**config.mk**
```make
export PLATFORM = sky130hd
export DESIGN_NAME = dmem_req_arbiter
export DESIGN_NICKNAME = d
export VERILOG_FILES = /design/src/rtl/pkg_tpu.sv /design/src/rtl/rr_arb2.sv /design/src/rtl/dmem_req_arbiter.sv
export SDC_FILE = /design/constraint.sdc
export NUM_CORES = 1
export LEC_CHECK = 0
export CAP_MARGIN = 20
export CELL_PAD_IN_SITES_DETAIL_PLACEMENT = 1
export CELL_PAD_IN_SITES_GLOBAL_PLACEMENT = 1
export CORE_MARGIN = 8
export CORE_UTILIZATION = 33
export CTS_CLUSTER_SIZE = 16
export DETAILED_ROUTE_END_ITERATION = 7
export GPL_ROUTABILITY_DRIVEN = 0
export MAX_ROUTING_LAYER = met4
export PLACE_DENSITY_LB_ADDON = 0.1
export SLEW_MARGIN = 20
export SYNTH_ARGS = -nofsm -noshare
export SYNTH_HDL_FRONTEND = slang
export SYNTH_SLANG_ARGS = --single-unit
```
**constraint.sdc**
```tcl
create_clock -name clock -period 3.35 [get_ports clock]
set_input_delay 0.5025 -clock clock [delete_from_list [all_inputs] [get_ports clock]]
set_output_delay 0.5025 -clock clock [all_outputs]
set_load 0.1 [all_outputs]
```
**src/rtl/pkg_tpu.sv**
```systemverilog
// Shared types and constants for the TPU data-memory request path.
package pkg_tpu;

    localparam int ADDR_WIDTH = 12;
    localparam int NUM_REQ    = 2;

    typedef logic [ADDR_WIDTH-1:0] address_t;

    typedef enum logic [1:0] {
        IDLE,
        CONFIG,
        BUSY,
        RELEASE
    } arb_state_t;

endpackage

```
**src/rtl/rr_arb2.sv**
```systemverilog
// Two-way round-robin pick; the pointer remembers which requester was served last.
module rr_arb2 (
    input  logic clock,
    input  logic reset,
    input  logic req1,
    input  logic req2,
    input  logic update,
    input  logic served,
    output logic valid,
    output logic idx
);

    // 0 = requester 1 served last, 1 = requester 2 served last
    logic last_reg;

    always_ff @(posedge clock or negedge reset) begin
        if (!reset) begin
            last_reg <= 1'b1;
        end else if (update) begin
            last_reg <= served;
        end
    end

    always_comb begin
        valid = req1 | req2;
        idx   = 1'b0;
        if (req1 && req2) begin
            idx = ~last_reg;
        end else if (req2) begin
            idx = 1'b1;
        end
    end

endmodule

```
**src/rtl/dmem_req_arbiter.sv**
```systemverilog
// Grants one of two requesters the memory port, strobes AGU configuration,
// counts data beats up to the latched length and releases with an end pulse.
module dmem_req_arbiter
    import pkg_tpu::*;
#(
    parameter int WIDTH_ADDR = ADDR_WIDTH
) (
    input  logic                  clock,
    input  logic                  reset,
    input  logic                  I_Req1,
    input  logic                  I_Req2,
    input  logic [WIDTH_ADDR-1:0] I_Length1,
    input  logic [WIDTH_ADDR-1:0] I_Stride1,
    input  logic [WIDTH_ADDR-1:0] I_Base_Addr1,
    input  logic [WIDTH_ADDR-1:0] I_Length2,
    input  logic [WIDTH_ADDR-1:0] I_Stride2,
    input  logic [WIDTH_ADDR-1:0] I_Base_Addr2,
    input  logic                  I_Valid1,
    input  logic                  I_Valid2,
    output logic                  O_Grant1,
    output logic                  O_Grant2,
    output logic                  O_GrantVld,
    output logic                  O_GrantNo,
    output logic [WIDTH_ADDR-1:0] O_Length,
    output logic [WIDTH_ADDR-1:0] O_Stride,
    output logic [WIDTH_ADDR-1:0] O_Base_Addr,
    output logic                  O_Set_Config,
    output logic                  O_Beat,
    output logic                  O_End
);

    arb_state_t            state_reg, state_next;
    logic [WIDTH_ADDR-1:0] cnt_reg, cnt_next;
    logic [WIDTH_ADDR-1:0] length_reg, length_next;
    logic [WIDTH_ADDR-1:0] stride_reg, stride_next;
    logic [WIDTH_ADDR-1:0] base_reg, base_next;
    logic [NUM_REQ-1:0]    grant_reg, grant_next;
    logic                  grant_vld_reg, grant_vld_next;
    logic                  grant_no_reg, grant_no_next;
    logic                  owner_reg, owner_next;
    logic                  set_config_reg, set_config_next;

    logic                  pick_vld;
    logic                  pick_idx;
    logic                  rr_update;
    logic                  owner_valid;
    logic [WIDTH_ADDR-1:0] length_m1;

    rr_arb2 u_rr_arb2 (
        .clock  (clock),
        .reset  (reset),
        .req1   (I_Req1),
        .req2   (I_Req2),
        .update (rr_update),
        .served (owner_reg),
        .valid  (pick_vld),
        .idx    (pick_idx)
    );

    // owner_reg survives the grant drop so RELEASE still knows who was served
    assign owner_valid = owner_reg ? I_Valid2 : I_Valid1;
    assign length_m1   = length_reg - WIDTH_ADDR'(1);

    always_comb begin
        state_next      = state_reg;
        cnt_next        = cnt_reg;
        length_next     = length_reg;
        stride_next     = stride_reg;
        base_next       = base_reg;
        grant_next      = grant_reg;
        grant_no_next   = grant_no_reg;
        owner_next      = owner_reg;
        set_config_next = 1'b0;
        rr_update       = 1'b0;
        O_Beat          = 1'b0;
        O_End           = 1'b0;

        case (state_reg)
            IDLE: begin
                if (pick_vld) begin
                    grant_next      = {pick_idx, ~pick_idx};
                    grant_no_next   = pick_idx;
                    owner_next      = pick_idx;
                    length_next     = pick_idx ? I_Length2    : I_Length1;
                    stride_next     = pick_idx ? I_Stride2    : I_Stride1;
                    base_next       = pick_idx ? I_Base_Addr2 : I_Base_Addr1;
                    set_config_next = 1'b1;
                    state_next      = CONFIG;
                end
            end
            CONFIG: begin
                if (length_reg == '0) begin
                    O_End         = 1'b1;
                    grant_next    = '0;
                    grant_no_next = 1'b0;
                    state_next    = RELEASE;
                end else begin
                    cnt_next   = '0;
                    state_next = BUSY;
                end
            end
            BUSY: begin
                if (owner_valid) begin
                    O_Beat   = 1'b1;
                    cnt_next = cnt_reg + WIDTH_ADDR'(1);
                    if (cnt_reg == length_m1) begin
                        O_End         = 1'b1;
                        grant_next    = '0;
                        grant_no_next = 1'b0;
                        state_next    = RELEASE;
                    end
                end
            end
            RELEASE: begin
                rr_update  = 1'b1;
                state_next = IDLE;
            end
            default: begin
                state_next = IDLE;
            end
        endcase

        grant_vld_next = |grant_next;
    end

    always_ff @(posedge clock or negedge reset) begin
        if (!reset) begin
            state_reg      <= IDLE;
            cnt_reg        <= '0;
            length_reg     <= '0;
            stride_reg     <= '0;
            base_reg       <= '0;
            grant_reg      <= '0;
            grant_vld_reg  <= 1'b0;
            grant_no_reg   <= 1'b0;
            owner_reg      <= 1'b0;
            set_config_reg <= 1'b0;
        end else begin
            state_reg      <= state_next;
            cnt_reg        <= cnt_next;
            length_reg     <= length_next;
            stride_reg     <= stride_next;
            base_reg       <= base_next;
            grant_reg      <= grant_next;
            grant_vld_reg  <= grant_vld_next;
            grant_no_reg   <= grant_no_next;
            owner_reg      <= owner_next;
            set_config_reg <= set_config_next;
        end
    end

    assign O_Grant1     = grant_reg[0];
    assign O_Grant2     = grant_reg[1];
    assign O_GrantVld   = grant_vld_reg;
    assign O_GrantNo    = grant_no_reg;
    assign O_Length     = length_reg;
    assign O_Stride     = stride_reg;
    assign O_Base_Addr  = base_reg;
    assign O_Set_Config = set_config_reg;

endmodule

```
### After elaboration in Yosys (flattened, before gate mapping)

Index checks and enable logic that the tools add are counted.
W data, S select, Z words.

* flip-flop bits (word level): 57
* latch bits: 0
* RAM bits: 0
* ROM bits: 0
* input bits: 78
* memories: 0

* add/sub/neg operators: 2
* multipliers: 0
* divide/modulo/power cells: 0
* $lt $le $gt $ge: 0
* equality and inequality tests: 9
* shift-type cells: 0
* multiplexer cells: 33
* bitwise gates (word level): 3
* reduce and logical (&&, ||, !) cells: 10

Operator list (number)
* $mux W12: 5
* $pmux W12 S2: 1
* $mux W1: 16
* $mux W2: 7
* $add A12 B1 Y12 const B: 1
* $eq A12 B12 Y1: 1
* $logic_not A12 Y1: 1
* $sub A12 B1 Y12 const B: 1
* $ne A2 B2 Y1 const B: 5
* $pmux W2 S4: 1
* $pmux W2 S3: 1
* $reduce_and A3 Y1: 2
* $reduce_and A5 Y1: 1
* $eq A2 B2 Y1 const B: 2
* $pmux W1 S3: 1
* $reduce_bool A3 Y1: 1
* $eq A2 B1 Y1 const B: 1
* $logic_not A2 Y1: 1
* $not A1 Y1: 2
* $pmux W1 S2: 1
* $reduce_and A2 Y1: 1
* $reduce_bool A2 Y1: 1
* $reduce_or A2 Y1: 1
* $logic_and A1 B1 Y1: 1
* $or A1 B1 Y1: 1

### Depth between registers and ports, before layout

* depth in word-level cells: 6
* mapped depth: 10
* mapped depth without buffers: 9

### Cells and area by module

A second synthesis with hierarchy kept.

* cell total of the unflattened synthesis: 334
* area, all modules: 3216.8 um^2

Modules (own cells, without submodules)
* dmem_req_arbiter: times used 1, cells an instance 330, area an instance 3161.8 um^2, seq. area each 1401.3 um^2
* rr_arb2: times used 1, cells an instance 4, area an instance 55.1 um^2, seq. area each 26.3 um^2

### Least setup slack after synthesis

Ideal clock, no wire load.

* path kind: flip-flop to output port
* start point: register length_reg[0] (netlist: O_Length[0])
* end point: output port O_End
* data arrival time: 4.164 ns
* data required time: 2.847 ns
* slack: -1.316 ns
* cell stages (with the launch flop): 9
* path buffers: 1
* cell sequence: dfrtp_1 -> buf_2 -> inv_1 -> ha_1 -> xor2_1 -> nand4_1 -> a2111o_1 -> or4_1 -> a21oi_1

* word-level cells in the longest chain between the ends: 5

Ends and longest elaborated chain
* start, declared: RTL line dmem_req_arbiter.sv:34 `logic [WIDTH_ADDR-1:0] length_reg, length_next;`
* start signal, assigned: RTL line dmem_req_arbiter.sv:141 `length_reg <= length_next;`
* $sub A12 B1 Y12: RTL line dmem_req_arbiter.sv:62 `assign length_m1 = length_reg - WIDTH_ADDR'(1);`
* $eq A12 B12 Y1: RTL line dmem_req_arbiter.sv:106 `if (cnt_reg == length_m1) begin`
* $mux W1: RTL line dmem_req_arbiter.sv:106
* $mux W1: RTL line dmem_req_arbiter.sv:103 `if (owner_valid) begin`
* $pmux W1 S2 *: RTL line dmem_req_arbiter.sv:78 `case (state_reg)`
* end, declared: RTL line dmem_req_arbiter.sv:29 `output logic O_End`

Every way passes the cells marked *; elsewhere a longest branch is shown, timed or not.

### Final worst setup path

Ends and elaborated chain as after synthesis.

==> results.cfg <==
[status]
run_status = finished clean

[place]
port-buffer-count = 120
placedCellCount = 583
dp_hpwl_um = 7740
placed_cell_area_um2 = 4600
place_ws_ns = 0.272

[clock_network]
h-tree-depth = 3
clk_root_buffer_cell = sky130_fd_sc_hd__clkbuf_8
clock_insertion_delay_worst_skew_ns = 0.34
clock_sink_count = 57
cts_buffers = 9
clock_transition_at_path_regs_ns = 0.07
cts_hold_buf = 0
cts.path.max_buffers = 2
tritoncts = yes

[global_route]
antenna_found_initial = 0
largest_net_degree_at_the_start_of_global_routing = 70
groute.usage.overall_pct = 16.3
wire_length_of_the_first_global_routing_pass_um = 16400
first_global_vias = 3324
global_route.overflow_total = 0

[synth]
synth_ff_type = sky130_fd_sc_hd__dfrtp_1
syn_area_um2 = 3220
synth.distinct_cells = 48
synth.ff_latch_count = 57
synth_edf_count = 0
synth_seq_area_share_pct = 44.3
syn_nets = 428
syn_inst = 343
share_of_async_settable_or_async_resettable_flops_after_synthesis_pct = 100
synthesis.yosys.warnings = 0
synthesis.area_per_instance_um2 = 9.40

[finish]
diodes = 0
postLayoutCoreUtil_pct = 50.0
fraction_of_final_layout_cells_sized_beyond_drive_strength_1_pct = 12.7
final_design_area_no_fill_um2 = 4820
final_nets = 551
mostFrequentLayoutCell = sky130_fd_sc_hd__clkdlybuf4s50_1
layoutNonFillerInstCount = 604
mostFrequentLayoutCells = sky130_fd_sc_hd__clkdlybuf4s50_1 (105), sky130_fd_sc_hd__nand2_1 (56), sky130_fd_sc_hd__dfrtp_1 (51), sky130_fd_sc_hd__o21ai_0 (43), sky130_fd_sc_hd__mux2i_1 (38)
syn2layout_area_growth_pct = 49.7

[detailed_routing]
vias = 2916
route.antenna.remaining_nets = 0
wl_per_cell_um = 16.6
drt-total-wl_um = 10100
detail_route.drc_violations = 0
total_iterations_of_the_first_detailed_routing_run = 4
vias_per_cell = 4.83
drt_first_iter_violations = 70

[critical_path]
cp_slowest_cell = sky130_fd_sc_hd__or4_4
critical_path.max_stage_delay_ns = 0.55
worstReg2RegEnd = O_GrantNo
crit_fanout = 8
regToRegSetupSlack_ns = 0.67
crit_path_cell_trace = buf_4 > nor2_2 > nand3_1 > xnor2_1 > a2111o_1 > or4_4 > a21oi_4 > buf_12
criticalPathCategory = reg2out
r2r_cells = 9
crit_path_leading_delay_family = simple AND/OR/NAND/NOR gates
worstReg2RegStart = O_Length[0]
startpoint_type = flip-flop
timing.critical_path.arrival_ns = 2.77
endpoint_kind = output port
timing.critical_path.required_ns = 2.85
number_of_buffer_and_inverter_instances_along_the_worst_setup_path = 2

[sta]
report.final.setup_viol = 0
final_min_period_over_clock_period_pct = 97.6
max_frequency_mhz = 306
timing.final.hold_violations = 0
shortest_period_the_worst_path_allows_ns = 3.27
worstMarginPinSlew_ns = 1.01
timing.slew.headroom_pct = 32.6
slew_viol_final = 0
post-route-worst-setup-slack_ns = 0.0797
final_skew_ns = 0.00995

[die]
placement_rows = 36
initial_utilization_pct = 33.4
core_box_area_um2 = 9640
total_die_area_um2 = 13200
die_height_um = 115
fp.dieW_um = 115
io-pin-count = 121

[run]
number_of_maximum_capacitance_constraint_violations = 0

[hold_path]
worst_hold_path_type = in2async
==> per-layer routing <==
layer,up-vias,track usage [%],part of all wire [%]
li1,1441,-,-
met1,1389,18.7,43
met2,74,26.5,49
met3,12,4.99,6.2
met4,0,5.78,1.4
met5,-,-,0
==> through the flow <==
step | TNS, ns | hold WS, ns
after floorplan | -0.125 | 0.207
after global placement | 0 | 0.460
after detailed placement | 0 | 0.470
after CTS | 0 | 0.218
after global routing | -0.0117 | 0.255
final | 0 | 0.196
==> how the worst max path moves through the flow <==
| stage | cells past startpoint | to | from | slack [ns] |
|---|---|---|---|---|
| 2_1_floorplan | 9 | O_End | O_Length[0] | -0.12 |
| 3_3_place_gp | 9 | O_End | O_Length[0] | 0.32 |
| 3_5_place_dp | 9 | O_End | O_Length[0] | 0.27 |
| 4_1_cts | 7 | O_End | O_Length[2] | 0.03 |
| 5_1_grt | 8 | O_End | O_Length[0] | -0.01 |
| 6_report | 8 | O_End | O_Length[0] | 0.08 |
==> Yosys cell counts (2+ instances only) <==
master / instances / area [µm²]
sky130_fd_sc_hd__clkbuf_1: 11 / 41.3
sky130_fd_sc_hd__nand3_1: 7 / 35.0
sky130_fd_sc_hd__a31oi_1: 2 / 12.5
sky130_fd_sc_hd__xor2_1: 15 / 131
sky130_fd_sc_hd__nand2_1: 57 / 214
sky130_fd_sc_hd__a21oi_1: 4 / 20.0
sky130_fd_sc_hd__nand2b_1: 3 / 18.8
sky130_fd_sc_hd__nor3_1: 4 / 20.0
sky130_fd_sc_hd__o31ai_1: 2 / 15.0
sky130_fd_sc_hd__inv_1: 11 / 41.3
sky130_fd_sc_hd__nand4_1: 5 / 31.3
sky130_fd_sc_hd__o21ai_0: 44 / 220
sky130_fd_sc_hd__ha_1: 7 / 87.6
sky130_fd_sc_hd__or3_1: 2 / 12.5
sky130_fd_sc_hd__xnor2_1: 7 / 61.3
sky130_fd_sc_hd__nor2b_1: 2 / 12.5
sky130_fd_sc_hd__and2_1: 3 / 18.8
sky130_fd_sc_hd__a22o_1: 2 / 17.5
sky130_fd_sc_hd__o221ai_1: 2 / 17.5
sky130_fd_sc_hd__and4_1: 2 / 17.5
sky130_fd_sc_hd__o21ai_1: 2 / 10.0
sky130_fd_sc_hd__buf_2: 5 / 25.0
sky130_fd_sc_hd__nor2_1: 26 / 97.6
sky130_fd_sc_hd__and3_1: 2 / 12.5
sky130_fd_sc_hd__dfrtp_1: 56 / 1400
sky130_fd_sc_hd__mux2i_1: 38 / 380
==> area by class of cell <==
type / count / area, µm²
Clock inverter: 3 / 17.5
Inverter: 11 / 41.3
Timing Repair Buffer: 129 / 1270
Multi-Input combinational cell: 258 / 1750
Clock buffer: 13 / 149
Sequential cell: 57 / 1440
Fill cell: 1149 / 4820
Tap cell: 133 / 166
==> kinds of logic (layout without fill, tap and decap cells) <==
| logic type | count (synthesis) | after routing | share of synthesized area (%) |
|---|---|---|---|
| xor gates and xnor gates | 22 | 22 | 5.98 |
| DFF | 57 | 57 | 44.3 |
| AOI/OAI and AO/OA | 67 | 67 | 13.1 |
| adders and majority gates | 7 | 7 | 2.72 |
| muxes | 40 | 40 | 12.6 |
| buffers and inverters | 28 | 156 | 3.45 |
| and+or+nand+nor | 122 | 122 | 17.9 |
==> worst reg2reg max path, cell delays in order, from the launching register on <==
cell,delay [ns]
sky130_fd_sc_hd__dfrtp_4,0.48
sky130_fd_sc_hd__buf_4,0.17
sky130_fd_sc_hd__nor2_2,0.19
sky130_fd_sc_hd__nand3_1,0.16
sky130_fd_sc_hd__xnor2_1,0.17
sky130_fd_sc_hd__a2111o_1,0.34
sky130_fd_sc_hd__buf_4,0.16
sky130_fd_sc_hd__o41ai_4,0.44
sky130_fd_sc_hd__nand3_2,0.15
sky130_fd_sc_hd__mux2_4,0.31
==> repair_timing <==
action | in CTS | in global routing
pin swaps | 5 | 3
buffers inserted | 4 | 1
gates resized for setup | 3 | 1
endpoints found under the setup margin | 1 | 1
Power is not shown: default switching activity piles up to over one toggle a cycle in this logic, so the estimate is an artifact.
